### src/rtl/axi_multicut_if.sv
// AXI_BUS: full AXI4 channel set (AW, W, B, AR, R) with valid/ready handshakes.
// Modport "in" is the view of a block receiving requests; "out" is the view of a block issuing them.
interface AXI_BUS #(
    parameter int ADDR_WIDTH = 32,
    parameter int DATA_WIDTH = 32,
    parameter int ID_WIDTH   = 4,
    parameter int USER_WIDTH = 1
);
    localparam int STRB_WIDTH = DATA_WIDTH / 8;

    logic [ID_WIDTH-1:0]   aw_id;
    logic [ADDR_WIDTH-1:0] aw_addr;
    logic [7:0]            aw_len;
    logic [2:0]            aw_size;
    logic [1:0]            aw_burst;
    logic                  aw_lock;
    logic [3:0]            aw_cache;
    logic [2:0]            aw_prot;
    logic [3:0]            aw_qos;
    logic [3:0]            aw_region;
    logic [USER_WIDTH-1:0] aw_user;
    logic                  aw_valid;
    logic                  aw_ready;

    logic [DATA_WIDTH-1:0] w_data;
    logic [STRB_WIDTH-1:0] w_strb;
    logic                  w_last;
    logic [USER_WIDTH-1:0] w_user;
    logic                  w_valid;
    logic                  w_ready;

    logic [ID_WIDTH-1:0]   b_id;
    logic [1:0]            b_resp;
    logic [USER_WIDTH-1:0] b_user;
    logic                  b_valid;
    logic                  b_ready;

    logic [ID_WIDTH-1:0]   ar_id;
    logic [ADDR_WIDTH-1:0] ar_addr;
    logic [7:0]            ar_len;
    logic [2:0]            ar_size;
    logic [1:0]            ar_burst;
    logic                  ar_lock;
    logic [3:0]            ar_cache;
    logic [2:0]            ar_prot;
    logic [3:0]            ar_qos;
    logic [3:0]            ar_region;
    logic [USER_WIDTH-1:0] ar_user;
    logic                  ar_valid;
    logic                  ar_ready;

    logic [ID_WIDTH-1:0]   r_id;
    logic [DATA_WIDTH-1:0] r_data;
    logic [1:0]            r_resp;
    logic                  r_last;
    logic [USER_WIDTH-1:0] r_user;
    logic                  r_valid;
    logic                  r_ready;

    modport in (
        input  aw_id, aw_addr, aw_len, aw_size, aw_burst, aw_lock, aw_cache, aw_prot, aw_qos,
               aw_region, aw_user, aw_valid,
        output aw_ready,
        input  w_data, w_strb, w_last, w_user, w_valid,
        output w_ready,
        output b_id, b_resp, b_user, b_valid,
        input  b_ready,
        input  ar_id, ar_addr, ar_len, ar_size, ar_burst, ar_lock, ar_cache, ar_prot, ar_qos,
               ar_region, ar_user, ar_valid,
        output ar_ready,
        output r_id, r_data, r_resp, r_last, r_user, r_valid,
        input  r_ready
    );

    modport out (
        output aw_id, aw_addr, aw_len, aw_size, aw_burst, aw_lock, aw_cache, aw_prot, aw_qos,
               aw_region, aw_user, aw_valid,
        input  aw_ready,
        output w_data, w_strb, w_last, w_user, w_valid,
        input  w_ready,
        input  b_id, b_resp, b_user, b_valid,
        output b_ready,
        output ar_id, ar_addr, ar_len, ar_size, ar_burst, ar_lock, ar_cache, ar_prot, ar_qos,
               ar_region, ar_user, ar_valid,
        input  ar_ready,
        input  r_id, r_data, r_resp, r_last, r_user, r_valid,
        output r_ready
    );
endinterface

### src/rtl/axi_multicut.sv
// AXI pipeline cut: NUM_CUTS fully registered two-slot stages per channel, per-channel bypass.
// Optional idle_o status output is built only when AXI_MULTICUT_IDLE_EN is defined.

// Two-slot spill stage. A beat transfers on a side in any cycle where valid and ready are both
// high at the rising edge; valid never waits on ready, and once raised, valid and data hold until transfer.
module axi_multicut_stage #(
    parameter int W = 1
) (
    input  logic         clk,
    input  logic         rst,
    input  logic         in_valid,
    output logic         in_ready,
    input  logic [W-1:0] in_data,
    output logic         out_valid,
    input  logic         out_ready,
    output logic [W-1:0] out_data
`ifdef AXI_MULTICUT_IDLE_EN
    ,
    output logic         empty
`endif
);
    logic         a_full;
    logic         b_full;
    logic [W-1:0] a_data;
    logic [W-1:0] b_data;
    logic         in_hs;

    assign in_ready  = ~b_full;
    assign out_valid = a_full;
    assign out_data  = a_data;
    assign in_hs     = in_valid & ~b_full;

`ifdef AXI_MULTICUT_IDLE_EN
    // B is only ever occupied while A is, so A alone tells whether the stage is empty.
    assign empty = ~a_full;
`endif

    always_ff @(posedge clk or posedge rst) begin
        if (rst) begin
            a_full <= 1'b0;
            b_full <= 1'b0;
            a_data <= '0;
            b_data <= '0;
        end else if (a_full && !out_ready) begin
            if (in_hs) begin
                b_full <= 1'b1;
                b_data <= in_data;
            end
        end else if (b_full) begin
            // A drains while B waits: B refills A; upstream was stalled so nothing new arrives.
            a_data <= b_data;
            b_full <= 1'b0;
        end else begin
            a_full <= in_hs;
            if (in_hs) begin
                a_data <= in_data;
            end
        end
    end
endmodule

// One channel: either a wire-through or a chain of N spill stages.
module axi_multicut_chan #(
    parameter int W      = 1,
    parameter int N      = 1,
    parameter bit BYPASS = 1'b0
) (
    input  logic         clk,
    input  logic         rst,
    input  logic         up_valid,
    output logic         up_ready,
    input  logic [W-1:0] up_data,
    output logic         dn_valid,
    input  logic         dn_ready,
    output logic [W-1:0] dn_data
`ifdef AXI_MULTICUT_IDLE_EN
    ,
    output logic         empty
`endif
);
    if (BYPASS || N == 0) begin : g_thru
        logic unused_clk_rst;
        assign unused_clk_rst = clk ^ rst;
        assign dn_valid = up_valid;
        assign up_ready = dn_ready;
        assign dn_data  = up_data;
`ifdef AXI_MULTICUT_IDLE_EN
        assign empty = 1'b1;
`endif
    end else begin : g_cut
        logic [N:0]   v;
        logic [N:0]   r;
        logic [W-1:0] d [N+1];
`ifdef AXI_MULTICUT_IDLE_EN
        logic [N-1:0] stage_empty;
        assign empty = &stage_empty;
`endif

        assign v[0]     = up_valid;
        assign up_ready = r[0];
        assign d[0]     = up_data;
        assign dn_valid = v[N];
        assign r[N]     = dn_ready;
        assign dn_data  = d[N];

        for (genvar i = 0; i < N; i++) begin : g_stage
            axi_multicut_stage #(.W(W)) u_stage (
                .clk       (clk),
                .rst       (rst),
                .in_valid  (v[i]),
                .in_ready  (r[i]),
                .in_data   (d[i]),
                .out_valid (v[i+1]),
                .out_ready (r[i+1]),
                .out_data  (d[i+1])
`ifdef AXI_MULTICUT_IDLE_EN
                ,
                .empty     (stage_empty[i])
`endif
            );
        end
    end
endmodule

module axi_multicut #(
    parameter int         ADDR_WIDTH  = -1,
    parameter int         DATA_WIDTH  = -1,
    parameter int         ID_WIDTH    = -1,
    parameter int         USER_WIDTH  = -1,
    parameter int         NUM_CUTS    = 1,
    parameter logic [4:0] BYPASS_MASK = 5'b00000
) (
    input  logic clk_i,
    input  logic rst_i,
    AXI_BUS.in   in,
    AXI_BUS.out  out
`ifdef AXI_MULTICUT_IDLE_EN
    ,
    output logic idle_o
`endif
);
    localparam int STRB_WIDTH = DATA_WIDTH / 8;
    // id + addr + user plus len(8) size(3) burst(2) lock(1) cache(4) prot(3) qos(4) region(4)
    localparam int AX_W = ID_WIDTH + ADDR_WIDTH + USER_WIDTH + 29;
    localparam int W_W  = DATA_WIDTH + STRB_WIDTH + 1 + USER_WIDTH;
    localparam int B_W  = ID_WIDTH + 2 + USER_WIDTH;
    localparam int R_W  = ID_WIDTH + DATA_WIDTH + 3 + USER_WIDTH;

    logic [AX_W-1:0] aw_up, aw_dn, ar_up, ar_dn;
    logic [W_W-1:0]  w_up, w_dn;
    logic [B_W-1:0]  b_up, b_dn;
    logic [R_W-1:0]  r_up, r_dn;

    assign aw_up = {in.aw_id, in.aw_addr, in.aw_len, in.aw_size, in.aw_burst, in.aw_lock,
                    in.aw_cache, in.aw_prot, in.aw_qos, in.aw_region, in.aw_user};
    assign {out.aw_id, out.aw_addr, out.aw_len, out.aw_size, out.aw_burst, out.aw_lock,
            out.aw_cache, out.aw_prot, out.aw_qos, out.aw_region, out.aw_user} = aw_dn;
    assign w_up = {in.w_data, in.w_strb, in.w_last, in.w_user};
    assign {out.w_data, out.w_strb, out.w_last, out.w_user} = w_dn;
    assign ar_up = {in.ar_id, in.ar_addr, in.ar_len, in.ar_size, in.ar_burst, in.ar_lock,
                    in.ar_cache, in.ar_prot, in.ar_qos, in.ar_region, in.ar_user};
    assign {out.ar_id, out.ar_addr, out.ar_len, out.ar_size, out.ar_burst, out.ar_lock,
            out.ar_cache, out.ar_prot, out.ar_qos, out.ar_region, out.ar_user} = ar_dn;
    // Response channels run backwards: the master side is upstream.
    assign b_up = {out.b_id, out.b_resp, out.b_user};
    assign {in.b_id, in.b_resp, in.b_user} = b_dn;
    assign r_up = {out.r_id, out.r_data, out.r_resp, out.r_last, out.r_user};
    assign {in.r_id, in.r_data, in.r_resp, in.r_last, in.r_user} = r_dn;

`ifdef AXI_MULTICUT_IDLE_EN
    logic aw_empty, w_empty, b_empty, ar_empty, r_empty;
    assign idle_o = aw_empty & w_empty & b_empty & ar_empty & r_empty;
`endif

    axi_multicut_chan #(.W(AX_W), .N(NUM_CUTS), .BYPASS(BYPASS_MASK[4])) u_aw (
        .clk(clk_i), .rst(rst_i),
        .up_valid(in.aw_valid), .up_ready(in.aw_ready), .up_data(aw_up),
        .dn_valid(out.aw_valid), .dn_ready(out.aw_ready), .dn_data(aw_dn)
`ifdef AXI_MULTICUT_IDLE_EN
        , .empty(aw_empty)
`endif
    );

    axi_multicut_chan #(.W(W_W), .N(NUM_CUTS), .BYPASS(BYPASS_MASK[3])) u_w (
        .clk(clk_i), .rst(rst_i),
        .up_valid(in.w_valid), .up_ready(in.w_ready), .up_data(w_up),
        .dn_valid(out.w_valid), .dn_ready(out.w_ready), .dn_data(w_dn)
`ifdef AXI_MULTICUT_IDLE_EN
        , .empty(w_empty)
`endif
    );

    axi_multicut_chan #(.W(B_W), .N(NUM_CUTS), .BYPASS(BYPASS_MASK[2])) u_b (
        .clk(clk_i), .rst(rst_i),
        .up_valid(out.b_valid), .up_ready(out.b_ready), .up_data(b_up),
        .dn_valid(in.b_valid), .dn_ready(in.b_ready), .dn_data(b_dn)
`ifdef AXI_MULTICUT_IDLE_EN
        , .empty(b_empty)
`endif
    );

    axi_multicut_chan #(.W(AX_W), .N(NUM_CUTS), .BYPASS(BYPASS_MASK[1])) u_ar (
        .clk(clk_i), .rst(rst_i),
        .up_valid(in.ar_valid), .up_ready(in.ar_ready), .up_data(ar_up),
        .dn_valid(out.ar_valid), .dn_ready(out.ar_ready), .dn_data(ar_dn)
`ifdef AXI_MULTICUT_IDLE_EN
        , .empty(ar_empty)
`endif
    );

    axi_multicut_chan #(.W(R_W), .N(NUM_CUTS), .BYPASS(BYPASS_MASK[0])) u_r (
        .clk(clk_i), .rst(rst_i),
        .up_valid(out.r_valid), .up_ready(out.r_ready), .up_data(r_up),
        .dn_valid(in.r_valid), .dn_ready(in.r_ready), .dn_data(r_dn)
`ifdef AXI_MULTICUT_IDLE_EN
        , .empty(r_empty)
`endif
    );
endmodule

### src/flat_wrapper.sv
// flat-port wrapper written by rule: the top's interface ports become plain ports
module axi_multicut_flat 
#(
    parameter int         ADDR_WIDTH  = -1,
    parameter int         DATA_WIDTH  = -1,
    parameter int         ID_WIDTH    = -1,
    parameter int         USER_WIDTH  = -1,
    parameter int         NUM_CUTS    = 1,
    parameter logic [4:0] BYPASS_MASK = 5'b00000
)
  (clk_i, rst_i, in_aw_id, in_aw_addr, in_aw_len, in_aw_size, in_aw_burst, in_aw_lock, in_aw_cache, in_aw_prot, in_aw_qos, in_aw_region, in_aw_user, in_aw_valid, in_aw_ready, in_w_data, in_w_strb, in_w_last, in_w_user, in_w_valid, in_w_ready, in_b_id, in_b_resp, in_b_user, in_b_valid, in_b_ready, in_ar_id, in_ar_addr, in_ar_len, in_ar_size, in_ar_burst, in_ar_lock, in_ar_cache, in_ar_prot, in_ar_qos, in_ar_region, in_ar_user, in_ar_valid, in_ar_ready, in_r_id, in_r_data, in_r_resp, in_r_last, in_r_user, in_r_valid, in_r_ready, out_aw_id, out_aw_addr, out_aw_len, out_aw_size, out_aw_burst, out_aw_lock, out_aw_cache, out_aw_prot, out_aw_qos, out_aw_region, out_aw_user, out_aw_valid, out_aw_ready, out_w_data, out_w_strb, out_w_last, out_w_user, out_w_valid, out_w_ready, out_b_id, out_b_resp, out_b_user, out_b_valid, out_b_ready, out_ar_id, out_ar_addr, out_ar_len, out_ar_size, out_ar_burst, out_ar_lock, out_ar_cache, out_ar_prot, out_ar_qos, out_ar_region, out_ar_user, out_ar_valid, out_ar_ready, out_r_id, out_r_data, out_r_resp, out_r_last, out_r_user, out_r_valid, out_r_ready);
  AXI_BUS #(.ADDR_WIDTH(ADDR_WIDTH), .DATA_WIDTH(DATA_WIDTH), .ID_WIDTH(ID_WIDTH), .USER_WIDTH(USER_WIDTH)) in_i ();
  AXI_BUS #(.ADDR_WIDTH(ADDR_WIDTH), .DATA_WIDTH(DATA_WIDTH), .ID_WIDTH(ID_WIDTH), .USER_WIDTH(USER_WIDTH)) out_i ();
  input  logic clk_i;
  input  logic rst_i;
  input wire logic [$bits(in_i.aw_id)-1:0] in_aw_id;
  input wire logic [$bits(in_i.aw_addr)-1:0] in_aw_addr;
  input wire logic [$bits(in_i.aw_len)-1:0] in_aw_len;
  input wire logic [$bits(in_i.aw_size)-1:0] in_aw_size;
  input wire logic [$bits(in_i.aw_burst)-1:0] in_aw_burst;
  input wire logic [$bits(in_i.aw_lock)-1:0] in_aw_lock;
  input wire logic [$bits(in_i.aw_cache)-1:0] in_aw_cache;
  input wire logic [$bits(in_i.aw_prot)-1:0] in_aw_prot;
  input wire logic [$bits(in_i.aw_qos)-1:0] in_aw_qos;
  input wire logic [$bits(in_i.aw_region)-1:0] in_aw_region;
  input wire logic [$bits(in_i.aw_user)-1:0] in_aw_user;
  input wire logic [$bits(in_i.aw_valid)-1:0] in_aw_valid;
  output wire logic [$bits(in_i.aw_ready)-1:0] in_aw_ready;
  input wire logic [$bits(in_i.w_data)-1:0] in_w_data;
  input wire logic [$bits(in_i.w_strb)-1:0] in_w_strb;
  input wire logic [$bits(in_i.w_last)-1:0] in_w_last;
  input wire logic [$bits(in_i.w_user)-1:0] in_w_user;
  input wire logic [$bits(in_i.w_valid)-1:0] in_w_valid;
  output wire logic [$bits(in_i.w_ready)-1:0] in_w_ready;
  output wire logic [$bits(in_i.b_id)-1:0] in_b_id;
  output wire logic [$bits(in_i.b_resp)-1:0] in_b_resp;
  output wire logic [$bits(in_i.b_user)-1:0] in_b_user;
  output wire logic [$bits(in_i.b_valid)-1:0] in_b_valid;
  input wire logic [$bits(in_i.b_ready)-1:0] in_b_ready;
  input wire logic [$bits(in_i.ar_id)-1:0] in_ar_id;
  input wire logic [$bits(in_i.ar_addr)-1:0] in_ar_addr;
  input wire logic [$bits(in_i.ar_len)-1:0] in_ar_len;
  input wire logic [$bits(in_i.ar_size)-1:0] in_ar_size;
  input wire logic [$bits(in_i.ar_burst)-1:0] in_ar_burst;
  input wire logic [$bits(in_i.ar_lock)-1:0] in_ar_lock;
  input wire logic [$bits(in_i.ar_cache)-1:0] in_ar_cache;
  input wire logic [$bits(in_i.ar_prot)-1:0] in_ar_prot;
  input wire logic [$bits(in_i.ar_qos)-1:0] in_ar_qos;
  input wire logic [$bits(in_i.ar_region)-1:0] in_ar_region;
  input wire logic [$bits(in_i.ar_user)-1:0] in_ar_user;
  input wire logic [$bits(in_i.ar_valid)-1:0] in_ar_valid;
  output wire logic [$bits(in_i.ar_ready)-1:0] in_ar_ready;
  output wire logic [$bits(in_i.r_id)-1:0] in_r_id;
  output wire logic [$bits(in_i.r_data)-1:0] in_r_data;
  output wire logic [$bits(in_i.r_resp)-1:0] in_r_resp;
  output wire logic [$bits(in_i.r_last)-1:0] in_r_last;
  output wire logic [$bits(in_i.r_user)-1:0] in_r_user;
  output wire logic [$bits(in_i.r_valid)-1:0] in_r_valid;
  input wire logic [$bits(in_i.r_ready)-1:0] in_r_ready;
  output wire logic [$bits(out_i.aw_id)-1:0] out_aw_id;
  output wire logic [$bits(out_i.aw_addr)-1:0] out_aw_addr;
  output wire logic [$bits(out_i.aw_len)-1:0] out_aw_len;
  output wire logic [$bits(out_i.aw_size)-1:0] out_aw_size;
  output wire logic [$bits(out_i.aw_burst)-1:0] out_aw_burst;
  output wire logic [$bits(out_i.aw_lock)-1:0] out_aw_lock;
  output wire logic [$bits(out_i.aw_cache)-1:0] out_aw_cache;
  output wire logic [$bits(out_i.aw_prot)-1:0] out_aw_prot;
  output wire logic [$bits(out_i.aw_qos)-1:0] out_aw_qos;
  output wire logic [$bits(out_i.aw_region)-1:0] out_aw_region;
  output wire logic [$bits(out_i.aw_user)-1:0] out_aw_user;
  output wire logic [$bits(out_i.aw_valid)-1:0] out_aw_valid;
  input wire logic [$bits(out_i.aw_ready)-1:0] out_aw_ready;
  output wire logic [$bits(out_i.w_data)-1:0] out_w_data;
  output wire logic [$bits(out_i.w_strb)-1:0] out_w_strb;
  output wire logic [$bits(out_i.w_last)-1:0] out_w_last;
  output wire logic [$bits(out_i.w_user)-1:0] out_w_user;
  output wire logic [$bits(out_i.w_valid)-1:0] out_w_valid;
  input wire logic [$bits(out_i.w_ready)-1:0] out_w_ready;
  input wire logic [$bits(out_i.b_id)-1:0] out_b_id;
  input wire logic [$bits(out_i.b_resp)-1:0] out_b_resp;
  input wire logic [$bits(out_i.b_user)-1:0] out_b_user;
  input wire logic [$bits(out_i.b_valid)-1:0] out_b_valid;
  output wire logic [$bits(out_i.b_ready)-1:0] out_b_ready;
  output wire logic [$bits(out_i.ar_id)-1:0] out_ar_id;
  output wire logic [$bits(out_i.ar_addr)-1:0] out_ar_addr;
  output wire logic [$bits(out_i.ar_len)-1:0] out_ar_len;
  output wire logic [$bits(out_i.ar_size)-1:0] out_ar_size;
  output wire logic [$bits(out_i.ar_burst)-1:0] out_ar_burst;
  output wire logic [$bits(out_i.ar_lock)-1:0] out_ar_lock;
  output wire logic [$bits(out_i.ar_cache)-1:0] out_ar_cache;
  output wire logic [$bits(out_i.ar_prot)-1:0] out_ar_prot;
  output wire logic [$bits(out_i.ar_qos)-1:0] out_ar_qos;
  output wire logic [$bits(out_i.ar_region)-1:0] out_ar_region;
  output wire logic [$bits(out_i.ar_user)-1:0] out_ar_user;
  output wire logic [$bits(out_i.ar_valid)-1:0] out_ar_valid;
  input wire logic [$bits(out_i.ar_ready)-1:0] out_ar_ready;
  input wire logic [$bits(out_i.r_id)-1:0] out_r_id;
  input wire logic [$bits(out_i.r_data)-1:0] out_r_data;
  input wire logic [$bits(out_i.r_resp)-1:0] out_r_resp;
  input wire logic [$bits(out_i.r_last)-1:0] out_r_last;
  input wire logic [$bits(out_i.r_user)-1:0] out_r_user;
  input wire logic [$bits(out_i.r_valid)-1:0] out_r_valid;
  output wire logic [$bits(out_i.r_ready)-1:0] out_r_ready;
  assign in_i.aw_id = in_aw_id;
  assign in_i.aw_addr = in_aw_addr;
  assign in_i.aw_len = in_aw_len;
  assign in_i.aw_size = in_aw_size;
  assign in_i.aw_burst = in_aw_burst;
  assign in_i.aw_lock = in_aw_lock;
  assign in_i.aw_cache = in_aw_cache;
  assign in_i.aw_prot = in_aw_prot;
  assign in_i.aw_qos = in_aw_qos;
  assign in_i.aw_region = in_aw_region;
  assign in_i.aw_user = in_aw_user;
  assign in_i.aw_valid = in_aw_valid;
  assign in_aw_ready = in_i.aw_ready;
  assign in_i.w_data = in_w_data;
  assign in_i.w_strb = in_w_strb;
  assign in_i.w_last = in_w_last;
  assign in_i.w_user = in_w_user;
  assign in_i.w_valid = in_w_valid;
  assign in_w_ready = in_i.w_ready;
  assign in_b_id = in_i.b_id;
  assign in_b_resp = in_i.b_resp;
  assign in_b_user = in_i.b_user;
  assign in_b_valid = in_i.b_valid;
  assign in_i.b_ready = in_b_ready;
  assign in_i.ar_id = in_ar_id;
  assign in_i.ar_addr = in_ar_addr;
  assign in_i.ar_len = in_ar_len;
  assign in_i.ar_size = in_ar_size;
  assign in_i.ar_burst = in_ar_burst;
  assign in_i.ar_lock = in_ar_lock;
  assign in_i.ar_cache = in_ar_cache;
  assign in_i.ar_prot = in_ar_prot;
  assign in_i.ar_qos = in_ar_qos;
  assign in_i.ar_region = in_ar_region;
  assign in_i.ar_user = in_ar_user;
  assign in_i.ar_valid = in_ar_valid;
  assign in_ar_ready = in_i.ar_ready;
  assign in_r_id = in_i.r_id;
  assign in_r_data = in_i.r_data;
  assign in_r_resp = in_i.r_resp;
  assign in_r_last = in_i.r_last;
  assign in_r_user = in_i.r_user;
  assign in_r_valid = in_i.r_valid;
  assign in_i.r_ready = in_r_ready;
  assign out_aw_id = out_i.aw_id;
  assign out_aw_addr = out_i.aw_addr;
  assign out_aw_len = out_i.aw_len;
  assign out_aw_size = out_i.aw_size;
  assign out_aw_burst = out_i.aw_burst;
  assign out_aw_lock = out_i.aw_lock;
  assign out_aw_cache = out_i.aw_cache;
  assign out_aw_prot = out_i.aw_prot;
  assign out_aw_qos = out_i.aw_qos;
  assign out_aw_region = out_i.aw_region;
  assign out_aw_user = out_i.aw_user;
  assign out_aw_valid = out_i.aw_valid;
  assign out_i.aw_ready = out_aw_ready;
  assign out_w_data = out_i.w_data;
  assign out_w_strb = out_i.w_strb;
  assign out_w_last = out_i.w_last;
  assign out_w_user = out_i.w_user;
  assign out_w_valid = out_i.w_valid;
  assign out_i.w_ready = out_w_ready;
  assign out_i.b_id = out_b_id;
  assign out_i.b_resp = out_b_resp;
  assign out_i.b_user = out_b_user;
  assign out_i.b_valid = out_b_valid;
  assign out_b_ready = out_i.b_ready;
  assign out_ar_id = out_i.ar_id;
  assign out_ar_addr = out_i.ar_addr;
  assign out_ar_len = out_i.ar_len;
  assign out_ar_size = out_i.ar_size;
  assign out_ar_burst = out_i.ar_burst;
  assign out_ar_lock = out_i.ar_lock;
  assign out_ar_cache = out_i.ar_cache;
  assign out_ar_prot = out_i.ar_prot;
  assign out_ar_qos = out_i.ar_qos;
  assign out_ar_region = out_i.ar_region;
  assign out_ar_user = out_i.ar_user;
  assign out_ar_valid = out_i.ar_valid;
  assign out_i.ar_ready = out_ar_ready;
  assign out_i.r_id = out_r_id;
  assign out_i.r_data = out_r_data;
  assign out_i.r_resp = out_r_resp;
  assign out_i.r_last = out_r_last;
  assign out_i.r_user = out_r_user;
  assign out_i.r_valid = out_r_valid;
  assign out_r_ready = out_i.r_ready;
  axi_multicut #(.ADDR_WIDTH(ADDR_WIDTH), .DATA_WIDTH(DATA_WIDTH), .ID_WIDTH(ID_WIDTH), .USER_WIDTH(USER_WIDTH), .NUM_CUTS(NUM_CUTS), .BYPASS_MASK(BYPASS_MASK)) u_core (.clk_i(clk_i), .rst_i(rst_i), .in(in_i), .out(out_i));
endmodule
### config.mk
export PLATFORM = sky130hd
export DESIGN_NAME = axi_multicut_flat
export DESIGN_NICKNAME = d
export VERILOG_FILES = /design/src/rtl/axi_multicut_if.sv /design/src/rtl/axi_multicut.sv /design/src/flat_wrapper.sv
export SDC_FILE = /design/constraint.sdc
export NUM_CORES = 1
export LEC_CHECK = 0
export BUFFER_PORTS_ARGS = -buffer_cell sky130_fd_sc_hd__buf_2
export CORE_MARGIN = 2
export CORE_UTILIZATION = 45
export DETAILED_ROUTE_END_ITERATION = 7
export HOLD_SLACK_MARGIN = 0.05
export MAX_ROUTING_LAYER = met4
export PLACE_DENSITY = 0.77
export SKIP_LAST_GASP = 1
export SLEW_MARGIN = 5
export SYNTH_ARGS = -nofsm -noshare
export SYNTH_HDL_FRONTEND = slang
export SYNTH_SLANG_ARGS = --single-unit
### constraint.sdc
create_clock -name clk_i -period 4.35 [get_ports clk_i]
set_input_delay 0.87 -clock clk_i [delete_from_list [all_inputs] [get_ports clk_i]]
set_output_delay 0.87 -clock clk_i [all_outputs]
set_load 0.02 [all_outputs]
==> impl_metrics.json <==
{
  "report.final.setup_viol": 0,
  "netlist_top_cells_area": "dfrtp_1 (52%), mux2_2 (20%), mux2_4 (13%)",
  "die-width_um": 121,
  "crit_path_max_fanout": 18,
  "cts-htree-levels": 4,
  "floorplan.die.height_um": 121,
  "detailroute.via_count": 3678,
  "worst_pin_slew_ns": 1.14,
  "worst_max_slew_margin_expressed_relative_to_the_limit": 0.238,
  "cts-buffers-inserted": 17,
  "design.final.nets": 691,
  "drtPass1Iterations": 4,
  "vias_cell": 4.83,
  "worst_path_max_delay_cell": "dfrtp_1",
  "pwr_density_cell_mw_per_mm2": 536,
  "crit_chain": "buf_4 > inv_1 > buf_2",
  "postLayoutSetupSlackWorst_ns": 1.62,
  "grtUsageTotal": 0.169,
  "criticalPathCategory": "register to output port",
  "cts_tree": "built",
  "post_synth_top_area_cell": "dfrtp_1",
  "insertion_delay_ns": 0.40,
  "final_antenna_net_count": 0,
  "route.detailed.wl_per_inst_um": 15.2,
  "final_min_period_over_clock_period": 0.628,
  "worst_setup_hold_path_clk_slew_ns": 0.05,
  "post_cts_hold_buffer_count": 0,
  "post_synth_instance_area_mm2": 0.00621,
  "clk_path_buf_depth": 2,
  "remaining_drc_errors": 0,
  "synthDistinctLibCells": 20,
  "postCtsResizedCells": 0,
  "number_of_clock_sinks_seen_by_cts": 128,
  "post-route-min-period_ns": 2.73,
  "initial_antenna_violation_count": 0,
  "ys_seq_area_frac": 0.516,
  "rsz0062_at_grt": "false",
  "clock_skew_ns": 0.00573,
  "crit_arrival_ns": 1.86,
  "crit_path_end_kind": "output port",
  "design.portCount": 232,
  "post_synth.cell_area_avg_um2": 14.5,
  "maxClockFrequency_mhz": 366,
  "netlist.area_leader.share": 0.516,
  "layout_common_cells": "buf_2 (139), dfrtp_1 (128), mux2_2 (111)",
  "core_area_mm2": 0.0133,
  "whs_ns": 0.490,
  "irDropWorstVdd_uv": 315,
  "placement_rows": 42,
  "critical-path-max-stage-delay_ns": 0.79,
  "report.final.hold_viol_count": 0,
  "setup_total_negative_slack_ns": 0,
  "status": "finished clean",
  "routed_wirelength_um": 11600,
  "postSynthRegisterBits": 128,
  "multi_input_comb_area_mm2": 0.00263,
  "hpwlAfterDp_um": 8140,
  "dp.cells": 731,
  "drt-initial-drc-count": 119,
  "final.fill_count": 1152,
  "fin_max_slew_vios": 0,
  "register_area_mm2": 0.00320,
  "pin_count_of_the_biggest_net_entering_global_routing": 55,
  "finalWeightedCongestion": 0.837,
  "cap_violations": 0,
  "clockRootBuffer": "clkbuf_16",
  "globalRouteOverflowTotal": 0,
  "final_common_cell": "buf_2",
  "initial_utilization": 0.465,
  "power.static_leakage_nw": 3.52,
  "fraction_of_final_layout_cells_with_drive_strength_greater_than_1": 0.584,
  "cts_post_setup_buffers_inserted": 0,
  "final_cell_count_no_fill": 762,
  "buffer_ports.inserted": 139,
  "min_path_type": "register to register",
  "synth_warnings": 0,
  "worst-endpoint-required_ns": 3.48,
  "first_global_vias": 3855,
  "design.die.area_mm2": 0.0148,
  "grt_pass1_wl_um": 18700,
  "areaGrowthSynthToFinish_pct": 18.6,
  "insertedDiodeCount": 0,
  "placement.setup.worst_slack_ns": 1.87,
  "setup.worst_path.start_class": "register",
  "post_synth_inst_count": 428
}
[critical path: cells and delay by family, from the launching register on]
kind,cells,cell delay (ns)
buf+inv,3,0.65
flops,1,0.79
[flip-flops by register name, indices dropped and copies added (netlist names), 26 cells and up]
name / cells
u_core.u_ar.g_cut.g_stage.u_stage.b_data: 26
u_core.u_aw.g_cut.g_stage.u_stage.out_data: 26
u_core.u_aw.g_cut.g_stage.u_stage.b_data: 26
u_core.u_ar.g_cut.g_stage.u_stage.out_data: 26
[cells in the mapped netlist]
master	count
a31oi_1	8
a21oi_4	2
dfrtp_1	128
nand2_1	5
nor2_1	12
o21ai_0	9
mux2_2	111
nor2_4	2
nor2b_1	4
and3b_1	4
mux2_4	54
mux2_1	4
buf_2	1
nor2_2	1
a21oi_1	1
buf_6	14
conb_1	1
buf_4	46
nand2b_1	10
inv_1	11
[cell families after synthesis]
logic type | after synthesis | share of synthesized area
other | 1 | 0.000604
buffers and inverters | 72 | 0.0885
multiplexers | 169 | 0.339
AND/OR/NAND/NOR | 38 | 0.0347
AO/OA/AOI/OAI | 20 | 0.0214
flip-flops | 128 | 0.516
[where the power goes]
part / total (W) / switching, W / internal, W
clock network: 0.00128 / 0.000468 / 0.000812
registers: 0.00167 / 0.000170 / 0.00150
logic: 0.00100 / 0.000504 / 0.000499
[final timing paths]
| check | startpoint | endpoint | slack [ns] | cells after the start |
|---|---|---|---|---|
| worst max-delay path | u_core.u_aw.g_cut.g_stage[0].u_stage.b_full | in_aw_ready | 1.62 | 3 |
| worst min-delay path | u_core.u_ar.g_cut.g_stage[0].u_stage.b_data[11] | u_core.u_ar.g_cut.g_stage[0].u_stage.b_data[11] | 0.49 | 1 |
| worst max register to register | u_core.u_aw.g_cut.g_stage[0].u_stage.b_full | u_core.u_aw.g_cut.g_stage[0].u_stage.out_data[5] | 1.98 | 3 |
| worst min register to register | u_core.u_ar.g_cut.g_stage[0].u_stage.b_data[11] | u_core.u_ar.g_cut.g_stage[0].u_stage.b_data[11] | 0.49 | 1 |
| max in group asynchronous | rst_i | u_core.u_ar.g_cut.g_stage[0].u_stage.out_data[9] | 2.80 | 3 |
| min in group asynchronous | rst_i | u_core.u_w.g_cut.g_stage[0].u_stage.b_data[-1] | 0.56 | 2 |
[routing by layer]
| layer | share of wire | GRT usage |
|---|---|---|
| met1 | 0.41 | 0.187 |
| met4 | 0.0089 | 0.0489 |
| met3 | 0.067 | 0.0625 |
| met2 | 0.52 | 0.286 |
| met5 | 0 | - |
[cell type report]
cell class / instances / area share
Tap cell: 176 / 0.0299
Sequential cell: 128 / 0.435
Timing Repair Buffer: 143 / 0.0985
Clock buffer: 26 / 0.0705
Clock inverter: 5 / 0.00374
Inverter: 11 / 0.00595
Multi-Input combinational cell: 273 / 0.357
[metrics by stage]
step	util	power, W	cell area, um2
after global placement	0.511	0.00264	6820
after floorplan	-	0.00243	6380
after global routing	0.552	0.00415	7370
after detailed placement	0.511	0.00270	6820
after CTS	0.552	0.00400	7370
final	0.552	0.00395	7370
(Power assumes the default switching activity.)
